$ cat src/rtl/bomb_placer_pkg.sv
// Shared constants and helpers for the bomb placer: FSM encodings, LFSR taps,
// index width and the safe-area dilation used when BOMB_PLACER_SAFE_AREA_EN is defined.
package bomb_placer_pkg;

  localparam logic [1:0] ST_IDLE = 2'd0;
  localparam logic [1:0] ST_DRAW = 2'd1;
  localparam logic [1:0] ST_DONE = 2'd2;

  localparam logic [7:0] LFSR_TAPS    = 8'hB8;
  localparam logic [7:0] DEFAULT_SEED = 8'hA5;

  function automatic int idx_w(input int n);
    return (n <= 2) ? 1 : $clog2(n);
  endfunction

  // Marks every cell within one step (8-neighbourhood) of an excluded cell, clipped at the edges.
  function automatic logic [255:0] dilate(input logic [255:0] m, input int gs);
    logic [255:0] d;
    d = '0;
    for (int r = 0; r < gs; r++) begin
      for (int c = 0; c < gs; c++) begin
        if (m[r*gs+c]) begin
          for (int dr = -1; dr <= 1; dr++) begin
            for (int dc = -1; dc <= 1; dc++) begin
              if ((r + dr >= 0) && (r + dr < gs) && (c + dc >= 0) && (c + dc < gs)) begin
                d[(r+dr)*gs + c + dc] = 1'b1;
              end
            end
          end
        end
      end
    end
    return d;
  endfunction

endpackage

$ cat src/rtl/bomb_placer_if.sv
// Request/result bundle between the game controller (master) and the bomb placer (slave).
interface bomb_placer_if #(
  parameter int GRID_SIZE = 3
);
  localparam int N = GRID_SIZE * GRID_SIZE;

  logic         start;
  logic         seed_load;
  logic [7:0]   seed;
  logic [N-1:0] exclude;
  logic [N-1:0] bombGrid;
  logic         busy;
  logic         done;
  logic         error;

  modport master (output start, seed_load, seed, exclude,
                  input  bombGrid, busy, done, error);
  modport slave  (input  start, seed_load, seed, exclude,
                  output bombGrid, busy, done, error);
endinterface

$ cat src/rtl/bomb_placer_lfsr8.sv
// Free-running 8-bit Fibonacci LFSR with synchronous load; a zero seed is forced to 8'h01
// so the register can never lock up.
module lfsr8
  import bomb_placer_pkg::*;
#(
  parameter logic [7:0] SEED = DEFAULT_SEED
) (
  input  logic       clock,
  input  logic       reset,
  input  logic       i_load,
  input  logic [7:0] i_seed,
  output logic [7:0] o_q
);
  localparam logic [7:0] RST_Q = (SEED == 8'h00) ? 8'h01 : SEED;

  logic [7:0] r_q;

  // Load takes priority over the per-cycle step.
  always_ff @(posedge clock) begin
    if (!reset) begin
      r_q <= RST_Q;
    end else if (i_load) begin
      r_q <= (i_seed == 8'h00) ? 8'h01 : i_seed;
    end else begin
      r_q <= {r_q[6:0], ^(r_q & LFSR_TAPS)};
    end
  end

  assign o_q = r_q;
endmodule

$ cat src/rtl/bomb_placer.sv
// Places BOMB_COUNT distinct bombs on free cells by rejection sampling an LFSR.
// Define BOMB_PLACER_SAFE_AREA_EN to grow each excluded cell to its 8-neighbourhood.
module bomb_placer
  import bomb_placer_pkg::*;
#(
  parameter int         GRID_SIZE  = 3,
  parameter int         BOMB_COUNT = 2,
  parameter logic [7:0] SEED       = DEFAULT_SEED
) (
  input  logic          clock,
  input  logic          reset,
  bomb_placer_if.slave  bus
);
  localparam int N     = GRID_SIZE * GRID_SIZE;
  localparam int IDX_W = idx_w(N);
  localparam int PAD   = 1 << IDX_W;
  localparam int CNT_W = $clog2(N + 1);

  logic [1:0]       r_state;
  logic [N-1:0]     r_mask;
  logic [N-1:0]     r_grid;
  logic [CNT_W-1:0] r_remaining;
  logic             r_busy;
  logic             r_done;
  logic             r_error;

  logic [7:0]       w_q;
  logic [N-1:0]     w_mask;
  logic [CNT_W-1:0] w_free;
  logic [CNT_W-1:0] w_avail;
  logic [IDX_W-1:0] w_cand;
  logic [PAD-1:0]   w_taken;
  logic [PAD-1:0]   w_onehot;
  logic             w_accept;

  lfsr8 #(.SEED(SEED)) u_lfsr (
    .clock  (clock),
    .reset  (reset),
    .i_load (bus.seed_load),
    .i_seed (bus.seed),
    .o_q    (w_q)
  );

`ifdef BOMB_PLACER_SAFE_AREA_EN
  logic [255:0] w_dil;
  assign w_dil  = dilate(256'(bus.exclude), GRID_SIZE);
  assign w_mask = N'(w_dil);
`else
  assign w_mask = bus.exclude;
`endif

  // Count free cells; with an 8-bit index the LFSR never yields 0, so cell 0 cannot be drawn.
  always_comb begin
    w_free = '0;
    for (int i = 0; i < N; i++) begin
      w_free = w_free + CNT_W'(!w_mask[i]);
    end
    if ((IDX_W >= 8) && !w_mask[0]) begin
      w_avail = w_free - CNT_W'(1);
    end else begin
      w_avail = w_free;
    end
  end

  assign w_cand   = IDX_W'(w_q);
  assign w_taken  = PAD'(r_mask | r_grid);
  assign w_onehot = {{(PAD-1){1'b0}}, 1'b1} << w_cand;
  assign w_accept = (32'(w_cand) < 32'(N)) && !w_taken[w_cand];

  // Placement FSM: one draw attempt per DRAW cycle, single-cycle done/error pulses.
  always_ff @(posedge clock) begin
    if (!reset) begin
      r_state     <= ST_IDLE;
      r_mask      <= '0;
      r_grid      <= '0;
      r_remaining <= '0;
      r_busy      <= 1'b0;
      r_done      <= 1'b0;
      r_error     <= 1'b0;
    end else begin
      r_done  <= 1'b0;
      r_error <= 1'b0;
      case (r_state)
        ST_IDLE: begin
          if (bus.start) begin
            r_mask <= w_mask;
            if (32'(BOMB_COUNT) > 32'(w_avail)) begin
              r_error <= 1'b1;
            end else begin
              r_grid      <= '0;
              r_remaining <= CNT_W'(BOMB_COUNT);
              r_busy      <= 1'b1;
              r_state     <= ST_DRAW;
            end
          end
        end
        ST_DRAW: begin
          if (w_accept) begin
            r_grid      <= r_grid | N'(w_onehot);
            r_remaining <= r_remaining - CNT_W'(1);
            if (r_remaining == CNT_W'(1)) begin
              r_busy  <= 1'b0;
              r_done  <= 1'b1;
              r_state <= ST_DONE;
            end
          end
        end
        ST_DONE: begin
          r_state <= ST_IDLE;
        end
        default: begin
          r_busy  <= 1'b0;
          r_state <= ST_IDLE;
        end
      endcase
    end
  end

  assign bus.bombGrid = r_grid;
  assign bus.busy     = r_busy;
  assign bus.done     = r_done;
  assign bus.error    = r_error;
endmodule

$ cat src/flat_wrapper.sv
// flat-port wrapper written by rule: the top's interface ports become plain ports
module bomb_placer_flat import bomb_placer_pkg::*;
#(
  parameter int         GRID_SIZE  = 3,
  parameter int         BOMB_COUNT = 2,
  parameter logic [7:0] SEED       = DEFAULT_SEED
)
  (clock, reset, bus_start, bus_seed_load, bus_seed, bus_exclude, bus_bombGrid, bus_busy, bus_done, bus_error);
  bomb_placer_if #(.GRID_SIZE(GRID_SIZE)) bus_i ();
  input  logic clock;
  input  logic reset;
  input wire logic [$bits(bus_i.start)-1:0] bus_start;
  input wire logic [$bits(bus_i.seed_load)-1:0] bus_seed_load;
  input wire logic [$bits(bus_i.seed)-1:0] bus_seed;
  input wire logic [$bits(bus_i.exclude)-1:0] bus_exclude;
  output wire logic [$bits(bus_i.bombGrid)-1:0] bus_bombGrid;
  output wire logic [$bits(bus_i.busy)-1:0] bus_busy;
  output wire logic [$bits(bus_i.done)-1:0] bus_done;
  output wire logic [$bits(bus_i.error)-1:0] bus_error;
  assign bus_i.start = bus_start;
  assign bus_i.seed_load = bus_seed_load;
  assign bus_i.seed = bus_seed;
  assign bus_i.exclude = bus_exclude;
  assign bus_bombGrid = bus_i.bombGrid;
  assign bus_busy = bus_i.busy;
  assign bus_done = bus_i.done;
  assign bus_error = bus_i.error;
  bomb_placer #(.GRID_SIZE(GRID_SIZE), .BOMB_COUNT(BOMB_COUNT), .SEED(SEED)) u_core (.clock(clock), .reset(reset), .bus(bus_i));
endmodule
$ cat config.mk
export PLATFORM = sky130hd
export DESIGN_NAME = bomb_placer_flat
export DESIGN_NICKNAME = d
export VERILOG_FILES = /design/src/rtl/bomb_placer_pkg.sv /design/src/rtl/bomb_placer_if.sv /design/src/rtl/bomb_placer_lfsr8.sv /design/src/rtl/bomb_placer.sv /design/src/flat_wrapper.sv
export SDC_FILE = /design/constraint.sdc
export NUM_CORES = 1
export LEC_CHECK = 0
export ABC_AREA = 1
export CAP_MARGIN = 20
export CORE_AREA = 3 3 63 65
export DETAILED_ROUTE_END_ITERATION = 6
export DIE_AREA = 0 0 66 68
export GPL_TIMING_DRIVEN = 0
export PLACE_DENSITY = 0.86
export SYNTH_ARGS = -nofsm -noshare
export SYNTH_HDL_FRONTEND = slang
export SYNTH_SLANG_ARGS = --single-unit
$ cat constraint.sdc
create_clock -name clock -period 9.9 [get_ports clock]
set_input_delay 0.99 -clock clock [delete_from_list [all_inputs] [get_ports clock]]
set_output_delay 0.99 -clock clock [all_outputs]
set_load 0.01 [all_outputs]
==> flow_summary_export.csv, run 1 <==
group,metric,value,unit
final_layout,drive_gt1_share,15.6,%
timing,fmax,0.211,GHz
power,p_leak,1.00,nW
synthesis,ys_warn_count,0,
final_layout,diodes,0,
timing,maxSlewViolCount,0,
global_routing,grt_pass1_vias,1543,
placement,portBuffers,32,
setup_path,crit_top_cell,"fa_1",
synthesis,syn_area,1900,um^2
floorplan,rows,21,
timing,rsz0062_at_grt,"no",
setup_path,cp_top_family,"adder cells",
setup_path,worstReg2RegStart,"u_core.u_lfsr.o_q[0]",
hold_path,hold_depth,2,
placement,dp_hpwl,3110,um
power,p_per_area,194,nW/um^2
final_layout,syn2layout_area_growth,23.5,%
global_routing,grt_pass1_wl,6800,um
final_layout,multi_input_area,1020,um^2
synthesis,synth.distinct_cells,30,
detailed_routing,dr.pass1.iters,4,
floorplan,die_area,4490,um^2
timing,fin_crit_sh,47.9,%
timing,max_slew_margin,76.5,%
power,ir_drop,0.102,mV
cts,ctsHoldBuffers,0,
cts,cts-root-buf,"clkbuf_4",
final_layout,seq_area,701,um^2
detailed_routing,routed_wl,3970,um
setup_path,r2r_slack,8.33,ns
cts,cts_made_buffers,5,
setup_path,critPathKind,"in -> reg",
detailed_routing,via_per_inst,5.18,
setup_path,path_buf_inv,4,
detailed_routing,dr_total_vias,1700,
global_routing,antenna_found_initial,0,
run_status,outcome,"finished clean",
setup_path,crit_fanout,10,
cts,cts_setup_buffers,0,
cts,clockBufferDepth,2,
detailed_routing,wl_per_cell,12.1,um
cts,cts_sinks,35,
global_routing,grt_usage,20.0,%
synthesis,syn_area_per_cell,7.86,um^2
hold_path,worstHoldStart,"u_core.u_lfsr.o_q[6]",
floorplan,die_w,66,um
placement,gp_congestion,0.828,
hold_path,whs_endpoint,"u_core.u_lfsr.o_q[7]",
floorplan,io_pins,33,
detailed_routing,drtIter0Drc,120,
hold_path,hold_path_class,"reg -> reg",
floorplan,start_util,56.1,%
cts,cts_tree,"built",
setup_path,slowest_stage,"fa_1",
synthesis,syn_inst,242,
timing,tightest_slew,0.353,ns
setup_path,end_kind,"flip-flop",
synthesis,synth_nets,275,
setup_path,worstReg2RegEnd,"u_core.bus.bombGrid[8]",
timing,fin_worst_skew,0.00427,ns
timing,setup-violations-final,0,
timing,finalSetupTns,0,ns
floorplan,die_y,68,um
final_layout,final_nets,314,
final_layout,fillCellCount,271,
power,total_power,0.000456,W
cts,clock_latency,0.33,ns
job,maxCapViolCount,0,
timing,fin_crit,4.74,ns
setup_path,critPathLaunchType,"input pin",
timing,hold_viol,0,
detailed_routing,drcViolationCount,0,
setup_path,arrival,5.01,ns
global_routing,overflow,0,
floorplan,core_area,3390,um^2
setup_path,reg2regPathDepth,11,
global_routing,grt_max_degree,11,
cts,htreeDepth,2,
setup_path,crit_chain,"clkdlybuf4s50_1 -> inv_1 -> ha_1 -> fa_1 -> fa_1 -> fa_1 -> inv_1 -> nor2_1 -> fa_1 -> nor3_1 -> nand3_1 -> inv_2 -> nor2_8 -> nand2_8 -> nand2_8 -> a21oi_2",
synthesis,ys_ff_latch,35,
setup_path,critPathMaxStageDelay,0.53,ns
cts,clk_pin_slew,0.10,ns
final_layout,utilization,69.3,%
cts,cts_resized,0,
setup_path,required,10.17,ns
detailed_routing,detail-route-antenna-nets,0,
synthesis,yosysSeqAreaShare,36.8,%
==> registers in the layout (all words and copies together), names as in the netlist <==
signal               cells
u_core.bus.bombGrid      9
u_core.u_lfsr.o_q        8
u_core.r_mask            9
u_core.bus.error         1
u_core.r_remaining       4
u_core.bus.done          1
u_core.bus.busy          1
u_core.r_state           2
==> final cells by class <==
| type | count | area share, % |
|---|---|---|
| Multi-Input combinational cell | 161 | 43.6 |
| Sequential cell | 35 | 29.8 |
| Timing Repair Buffer | 32 | 13.6 |
| Inverter | 41 | 6.55 |
| Clock buffer | 8 | 2.93 |
| Tap cell | 46 | 2.45 |
| Buffer | 5 | 1.06 |
==> placed cells by master, fill, tap and decap left out, drive strengths merged, types with 2 or more instances in the layout <==
cell type      Yosys  final
nor2              42     42
nand3             19     19
xnor2              3      3
xor2               2      2
o21ai             18     18
dfxtp             35     35
clkbuf             2     10
nand4              5      5
nand2             29     29
a21oi             26     26
clkdlybuf4s50      0     32
ha                 7      7
inv               41     41
fa                 5      5
buf                3      3
nor3               2      2
==> synthesized netlist by cell type, drive strengths merged <==
library cell / n / area [um^2]
nor2: 42 / 189
inv: 41 / 154
dfxtp: 35 / 701
nand2: 29 / 154
a21oi: 26 / 168
nand3: 19 / 123
o21ai: 18 / 90.1
ha: 7 / 87.6
fa: 5 / 100
nand4: 5 / 37.5
buf: 3 / 17.5
xnor2: 3 / 26.3
clkbuf: 2 / 7.51
nor3: 2 / 10.0
xor2: 2 / 17.5
a21boi: 1 / 7.51
nor4: 1 / 6.26
o211ai: 1 / 7.51
==> where the power goes <==
group          switching [W]  internal [W]
registers          0.0000139      0.000162
clock network      0.0000461     0.0000418
logic               0.000117     0.0000748
==> worst reg2reg max path: cells and delay by family, from the launching register on <==
| kind | cells | cell delay (ns) |
|---|---|---|
| flip-flops | 1 | 0.41 |
| AND/OR/NAND/NOR | 9 | 0.93 |
| buffers and inverters | 1 | 0.08 |
| AO/OA/AOI/OAI | 1 | 0.04 |
==> stage by stage <==
stage	worst slack, ns	cells	hold slack [ns]	cell area, um^2
final	5.16	328	0.444	2350
after detailed placement	4.82	320	0.424	2280
after global placement	4.87	320	0.419	2280
after floorplan	5.58	242	0.406	1900
after CTS	5.18	328	0.447	2350
after global routing	4.97	328	0.465	2350
==> layer usage <==
metal,track usage (%),part of all wire (%),vias to the layer above
li1,-,-,853
met2,33.5,48,60
met1,24.5,45,782
met5,0,0,-
met4,9.39,1.8,0
met3,4.43,5.4,5
==> worst max path at each step <==
| stage | from | end | slack, ns | depth (start not counted) |
|---|---|---|---|---|
| after floorplan | bus_exclude[0] | u_core.r_state[0] | 5.58 | 16 |
| after global placement | bus_exclude[0] | u_core.bus.bombGrid[1] | 4.87 | 16 |
| after detailed placement | bus_exclude[0] | u_core.bus.bombGrid[8] | 4.82 | 16 |
| after CTS | bus_exclude[0] | u_core.bus.bombGrid[8] | 5.18 | 16 |
| after global routing | bus_exclude[0] | u_core.bus.bombGrid[0] | 4.97 | 16 |
| final | bus_exclude[0] | u_core.bus.bombGrid[8] | 5.16 | 16 |
==> cell families after synthesis <==
logic type / count (synthesis) / share of synthesized area [%]
adders and majority gates: 12 / 9.86
DFF: 35 / 36.8
xor gates and xnor gates: 5 / 2.30
buffers and inverters: 46 / 9.40
and+or+nand+nor: 98 / 27.3
AOI/OAI and AO/OA: 46 / 14.3
Note: power is estimated with default switching activity, not from simulation.
==> run 2, diff against run 1 <==
--- a/config.mk
+++ b/config.mk
@@ -7,11 +7,11 @@
 export LEC_CHECK = 0
 export ABC_AREA = 1
 export CAP_MARGIN = 20
-export CORE_AREA = 3 3 63 65
+export CORE_AREA = 3 3 65 67
 export DETAILED_ROUTE_END_ITERATION = 6
-export DIE_AREA = 0 0 66 68
+export DIE_AREA = 0 0 68 70
 export GPL_TIMING_DRIVEN = 0
-export PLACE_DENSITY = 0.86
+export PLACE_DENSITY = 0.82
 export SYNTH_ARGS = -nofsm -noshare
 export SYNTH_HDL_FRONTEND = slang
 export SYNTH_SLANG_ARGS = --single-unit
==> constraint.sdc (replaced) <==
create_clock -name clock -period 4.44 [get_ports clock]
set_input_delay 0.444 -clock clock [delete_from_list [all_inputs] [get_ports clock]]
set_output_delay 0.444 -clock clock [all_outputs]
set_load 0.01 [all_outputs]
==> run 2 against run 1 <==
  * Via count fell by 3.0%
  * Count of clock-buffer cells in the layout did not move
  * Worst setup slack got worse by 4.9 ns
  * Sequential power rose by 120%
  * Non-clock buffer count did not move
  * Register-to-register slack got worse by 5.5 ns
  * Critical endpoint is now u_core.bus.bombGrid[1]
==> flow_summary_export.csv, run 2 (synthesized netlist as in run 1, its figures left out) <==
group,metric,value,unit
run_status,outcome,"finished clean",
timing,hold_ws,0.435,ns
global_routing,antenna_found_initial,0,
final_layout,syn2layout_area_growth,25.8,%
power,p_sw,0.000404,W
power,p_int,0.000674,W
detailed_routing,routed_wl,4050,um
setup_path,critPathLaunchType,"input pin",
timing,fin_crit,4.19,ns
timing,fin_worst_skew,0.00325,ns
cts,cts_made_buffers,5,
placement,portBuffers,32,
timing,maxSlewViolCount,0,
final_layout,final_nets,314,
setup_path,reg2regPathDepth,10,
power,p_leak,1.02,nW
floorplan,die_area,4760,um^2
global_routing,overflow,0,
cts,clockBufferDepth,2,
cts,htreeDepth,2,
timing,tightest_slew,0.358,ns
timing,fmax,0.239,GHz
floorplan,rows,22,
floorplan,start_util,51.6,%
detailed_routing,drtIter0Drc,91,
hold_path,hold_depth,2,
placement,pre_cts_ws,-0.171,ns
cts,clock_latency,0.28,ns
cts,cts-root-buf,"clkbuf_8",
timing,setup-violations-final,0,
floorplan,io_pins,33,
power,comb_power_share,40.3,%
timing,fin_crit_sh,94.3,%
timing,max_slew_margin,76.2,%
timing,hold_viol,0,
timing,rsz0062_at_grt,"no",
power,pwr-share-clk,23.1,%
global_routing,grt_usage,18.5,%
hold_path,hold_path_class,"reg -> reg",
timing,fin_ws,0.253,ns
placement,dp_hpwl,3210,um
power,ir_drop,0.250,mV
cts,ctsHoldBuffers,0,
floorplan,die_y,70,um
global_routing,grt_max_degree,11,
floorplan,die_w,68,um
cts,cts_setup_buffers,0,
cts,clk_pin_slew,0.06,ns
final_layout,diodes,0,
job,maxCapViolCount,0,
final_layout,drive_gt1_share,16.3,%
global_routing,grt_pass1_vias,1537,
cts,cts_tree,"built",
detailed_routing,via_per_inst,5.00,
setup_path,crit_fanout,10,
detailed_routing,detail-route-antenna-nets,0,
setup_path,critPathKind,"in -> reg",
final_layout,layout_common_cells,"37 x nor2_1, 35 x dfxtp_1, 34 x inv_1",
global_routing,grt_pass1_wl,6800,um
power,p_per_area,450,nW/um^2
placement,gp_congestion,0.806,
setup_path,required,4.66,ns
detailed_routing,wl_per_cell,12.3,um
setup_path,end_kind,"flip-flop",
power,p_sw_share,37.5,%
detailed_routing,drcViolationCount,0,
cts,cts_sinks,35,
power,total_power,0.00108,W
timing,finalSetupTns,0,ns
setup_path,r2r_slack,2.87,ns
floorplan,core_area,3690,um^2
detailed_routing,dr.pass1.iters,4,
power,pwr-share-seq,36.5,%
detailed_routing,dr_total_vias,1649,
setup_path,arrival,4.41,ns
final_layout,final_common_cell,"nor2_1",
run 2: cell types whose count changed in the layout (fill, tap and decap cells not counted):
cell | previous run | this run
clkbuf_8 | 2 | 7
nor3_2 | 0 | 1
nor3_1 | 2 | 1
nand3_1 | 15 | 14
clkbuf_4 | 5 | 0
nand3_2 | 3 | 4
run 2: path summary, 6_finish.rpt:
| path | end | startpoint |
|---|---|---|
| worst min-delay path | u_core.u_lfsr.o_q[7] | u_core.u_lfsr.o_q[6] |
| worst max-delay path | u_core.bus.bombGrid[1] | bus_exclude[0] |
| worst min register to register | u_core.u_lfsr.o_q[7] | u_core.u_lfsr.o_q[6] |
| worst max register to register | u_core.bus.bombGrid[7] | u_core.u_lfsr.o_q[3] |
run 2: power groups by stage:
stage               Combinational [W]  Clock (W)  Sequential (W)
finish                       0.000435   0.000249        0.000394
floorplan                    0.000317          0        0.000395
CTS                          0.000427   0.000254        0.000393
global route                 0.000479   0.000268        0.000398
detailed placement           0.000425          0        0.000399
global placement             0.000410          0        0.000398
run 2: final cells by class:
type	instances	area (um^2)
Sequential cell	35	701
Tap cell	48	60.1
Multi-Input combinational cell	161	1030
Timing Repair Buffer	32	320
Inverter	41	154
Clock buffer	8	100
Buffer	5	25.0
Fill cell	326	1290
run 2: stage by stage:
stage	util, %	instance area [um^2]	instances
after floorplan	-	1900	242
after global placement	61.9	2280	322
after detailed placement	61.9	2280	322
after CTS	64.6	2380	330
after global routing	64.9	2390	330
final	64.9	2390	330
run 2: critical path, cell delays in order:
cell and delay, ns:
clkdlybuf4s50_1 0.45, inv_1 0.05, ha_1 0.32, fa_1 0.51
fa_1 0.51, fa_1 0.52, inv_1 0.04, nor2_1 0.17
fa_1 0.46, nor3_2 0.26, nand3_2 0.18, inv_2 0.13
nor2_8 0.08, nand2_8 0.08, nand2_8 0.09, a21oi_2 0.11
run 2: repair_timing:
item                                    CTS  global route
endpoints found under the hold margin     0             0
gates resized for setup                   0             2
endpoints found under the setup margin    0            10
run 2: per-layer routing:
metal	share of wire [%]	track usage, %
met4	1.9	7.06
met2	49	29.6
met5	0	0
met3	3.8	4.98
met1	45	23.1
==> run 3, diff against run 2 <==
--- a/config.mk
+++ b/config.mk
@@ -7,11 +7,12 @@
 export LEC_CHECK = 0
 export ABC_AREA = 1
 export CAP_MARGIN = 20
-export CORE_AREA = 3 3 65 67
+export CORE_AREA = 3 3 62 64
 export DETAILED_ROUTE_END_ITERATION = 6
-export DIE_AREA = 0 0 68 70
+export DIE_AREA = 0 0 65 67
 export GPL_TIMING_DRIVEN = 0
-export PLACE_DENSITY = 0.82
+export PLACE_DENSITY = 0.8
 export SYNTH_ARGS = -nofsm -noshare
 export SYNTH_HDL_FRONTEND = slang
+export SYNTH_HIERARCHICAL = 1
 export SYNTH_SLANG_ARGS = --single-unit
==> constraint.sdc (replaced) <==
create_clock -name clock -period 5.4 [get_ports clock]
set_input_delay 0.54 -clock clock [delete_from_list [all_inputs] [get_ports clock]]
set_output_delay 0.54 -clock clock [all_outputs]
set_load 0.01 [all_outputs]
==> run 3 against run 2 <==
  * Sequential share of layout area increased by 2.1 points
  * Die area fell by 8.5%
  * Worst setup slack better by 0.97 ns
  * Critical endpoint is now u_core/bus.bombGrid[7]
  * Largest cell class unchanged
==> flow_summary_export.csv, run 3 <==
group,metric,value,unit
placement,dpl_cell_area,2180,um^2
setup_path,crit_chain,"clkdlybuf4s50_1 -> inv_1 -> fa_1 -> fa_1 -> fa_1 -> ha_1 -> inv_1 -> o21bai_2 -> fa_1 -> xnor2_1 -> nand4_1 -> nor2_1 -> nor2_2 -> nand4_1 -> nand2_2 -> nor2_1",
synthesis,synthTopCellsByCount,"53 x nor2_1, 48 x nand2_1, 38 x inv_1, 35 x dfxtp_1, 17 x a21oi_1",
timing,maxSlewViolCount,0,
floorplan,core_area,3340,um^2
hold_path,worstHoldStart,"u_core/u_lfsr/o_q[6]",
global_routing,grt_pass1_vias,1519,
power,p_leak,1.02,nW
setup_path,r2r_slack,3.72,ns
timing,hold_ws,0.438,ns
timing,setup-violations-final,0,
timing,tightest_slew,0.484,ns
final_layout,utilization,67.0,%
timing,hold_viol,0,
setup_path,arrival,4.46,ns
hold_path,whs_endpoint,"u_core/u_lfsr/o_q[7]",
hold_path,hold_depth,2,
setup_path,worstReg2RegEnd,"u_core/bus.bombGrid[4]",
synthesis,async_flop_share,0,%
final_layout,final_common_cell,"nor2_1",
floorplan,die_w,65,um
synthesis,ys_warn_count,6,
hold_path,hold_path_class,"reg -> reg",
cts,cts_resized,0,
detailed_routing,dr.pass1.iters,4,
power,p_sw_share,38.9,%
floorplan,die_area,4360,um^2
synthesis,synth.area.mux_share,0,%
synthesis,synth_ff_type,"dfxtp_1",
timing,finalSetupTns,0,ns
floorplan,rows,21,
placement,portBuffers,32,
cts,cts_tree,"built",
power,comb_power_share,43.6,%
floorplan,io_pins,33,
job,maxCapViolCount,0,
timing,max_slew_margin,67.6,%
cts,htreeDepth,2,
detailed_routing,drtIter0Drc,94,
cts,clockBufferDepth,2,
synthesis,netlist.top_cell.by_area,"dfxtp_1",
placement,placedCellCount,334,
detailed_routing,routed_wl,3640,um
synthesis,synthSimpleGateAreaFrac,30.6,%
setup_path,crit_fanout,9,
setup_path,cp_top_family,"adder cells",
setup_path,critPathMaxStageDelay,0.56,ns
setup_path,reg2regPathDepth,8,
cts,ctsHoldBuffers,0,
setup_path,critPathLaunchType,"input pin",
detailed_routing,via_per_inst,4.81,
synthesis,synth.top_cell.area_share,38.8,%
timing,fin_worst_skew,0.00726,ns
synthesis,synth.distinct_cells,24,
synthesis,yosysSeqAreaShare,38.8,%
synthesis,synth_edf_count,0,
synthesis,syn_inst,256,
setup_path,slowest_stage,"fa_1",
cts,clk_pin_slew,0.10,ns
placement,dp_hpwl,2930,um
synthesis,synth_top_family_by_area,"simple AND/OR/NAND/NOR gates",
detailed_routing,dr_total_vias,1646,
final_layout,final_nets,325,
global_routing,grt_usage,19.6,%
final_layout,fin_cells,342,
run_status,outcome,"finished clean",
synthesis,synth_adder_area_share,7.89,%
floorplan,die_y,67,um
cts,cts_sinks,35,
setup_path,end_kind,"flip-flop",
synthesis,ys_ff_latch,35,
synthesis,synthMostInstantiatedCell,"nor2_1",
final_layout,syn2layout_area_growth,23.7,%
final_layout,layout_common_cells,"53 x nor2_1, 48 x nand2_1, 38 x inv_1",
setup_path,path_buf_inv,3,
power,pwr-share-seq,40.3,%
final_layout,diodes,0,
detailed_routing,wl_per_cell,10.6,um
cts,clock_latency,0.33,ns
global_routing,overflow,0,
timing,fin_crit,4.18,ns
synthesis,syn_area,1810,um^2
cts,cts_made_buffers,5,
global_routing,grt_max_degree,14,
final_layout,fillCellCount,325,
power,p_per_area,371,nW/um^2
synthesis,synth-xor-area-share,1.45,%
final_layout,fin_area,2230,um^2
setup_path,crit_top_cell,"fa_1",
detailed_routing,drcViolationCount,0,
global_routing,antenna_found_initial,0,
cts,cts_setup_buffers,0,
timing,rsz0062_at_grt,"no",
final_layout,drive_gt1_share,7.43,%
detailed_routing,detail-route-antenna-nets,0,
global_routing,grt_pass1_wl,6470,um
timing,fin_crit_sh,77.4,%
power,pwr-share-clk,16.1,%
cts,cts-root-buf,"clkbuf_4",
power,p_int,0.000507,W
setup_path,worstReg2RegStart,"u_core/u_lfsr/o_q[0]",
setup_path,required,5.68,ns
power,ir_drop,0.238,mV
synthesis,syn_area_per_cell,7.06,um^2
synthesis,synth_nets,286,
setup_path,critPathKind,"in -> reg",
power,p_sw,0.000323,W
synthesis,synthTopCellsByArea,"dfxtp_1 39%, nor2_1 11%, nand2_1 10%, inv_1 7.9%, a21oi_1 4.7%",
timing,fmax,0.239,GHz
floorplan,start_util,54.1,%
placement,gp_congestion,0.848,
synthesis,synth_compound_area_share,11.4,%
==> run 3: changes by cell type in the layout (fill, tap and decap cells not counted), moves of 4 or more <==
cell,previous run,this run
nand3_2,4,0
nand2_1,22,48
clkbuf_8,7,0
inv_2,7,3
inv_1,34,38
clkbuf_4,0,5
nand3_1,14,7
nor2_1,37,53
a21oi_2,10,0
==> run 3: cells by family after synthesis <==
group | count (synthesis)
AO/OA/AOI/OAI | 38
adder cells (fa/ha/maj) | 9
buffers and inverters | 44
XOR/XNOR | 3
AND/OR/NAND/NOR | 127
flip-flops | 35
==> run 3: metal layers <==
metal / global-route usage, % / vias to the layer above / share of wire [%]
met5: 0 / - / 0
met4: 8.44 / 0 / 1.9
met3: 5.56 / 7 / 4.4
met2: 32.1 / 34 / 48
met1: 23.8 / 723 / 46
li1: - / 882 / -
==> run 3: stage by stage <==
step | total power (W) | worst slack [ns]
detailed placement | 0.000702 | 0.859
floorplan | 0.000604 | 1.58
global route | 0.000910 | 0.950
global placement | 0.000691 | 0.903
CTS | 0.000836 | 1.21
finish | 0.000829 | 1.22
==> run 3: worst max path at each step <==
stage               cells after the start                endpoint           start  slack, ns
floorplan                              17  u_core/bus.bombGrid[8]  bus_exclude[0]       1.58
global placement                       16  u_core/bus.bombGrid[7]  bus_exclude[0]       0.90
finish                                 16  u_core/bus.bombGrid[7]  bus_exclude[0]       1.22
global route                           16  u_core/bus.bombGrid[2]  bus_exclude[0]       0.95
detailed placement                     18  u_core/bus.bombGrid[1]  bus_exclude[0]       0.86
CTS                                    16  u_core/bus.bombGrid[7]  bus_exclude[0]       1.21
==> run 3: worst min-delay path, stage by stage (launching register included) <==
cell,delay [ns]
dfxtp_1,0.32
nand2_1,0.05
nand3_1,0.05
==> run 3: power by group through the flow <==
stage / Combinational (W) / Clock, W / Sequential, W
6_report: 0.000361 / 0.000134 / 0.000334
4_1_cts: 0.000364 / 0.000138 / 0.000334
5_1_grt: 0.000416 / 0.000152 / 0.000342
2_1_floorplan: 0.000266 / 0 / 0.000338
3_5_place_dp: 0.000361 / 0 / 0.000340
3_3_place_gp: 0.000353 / 0 / 0.000338
==> run 3: layout make-up <==
type                    instances  area [um^2]  share of cell area, %
multi-input cells             177          928                   41.5
flip-flops and latches         35          701                   31.4
repair buffers                 32          320                   14.3
inverters                      41          154                   6.89
well taps                      46         57.6                   2.58
clock buffers                   7         45.0                   2.02
plain buffers                   3         23.8                   1.06
clock inverters                 1         5.00                  0.224
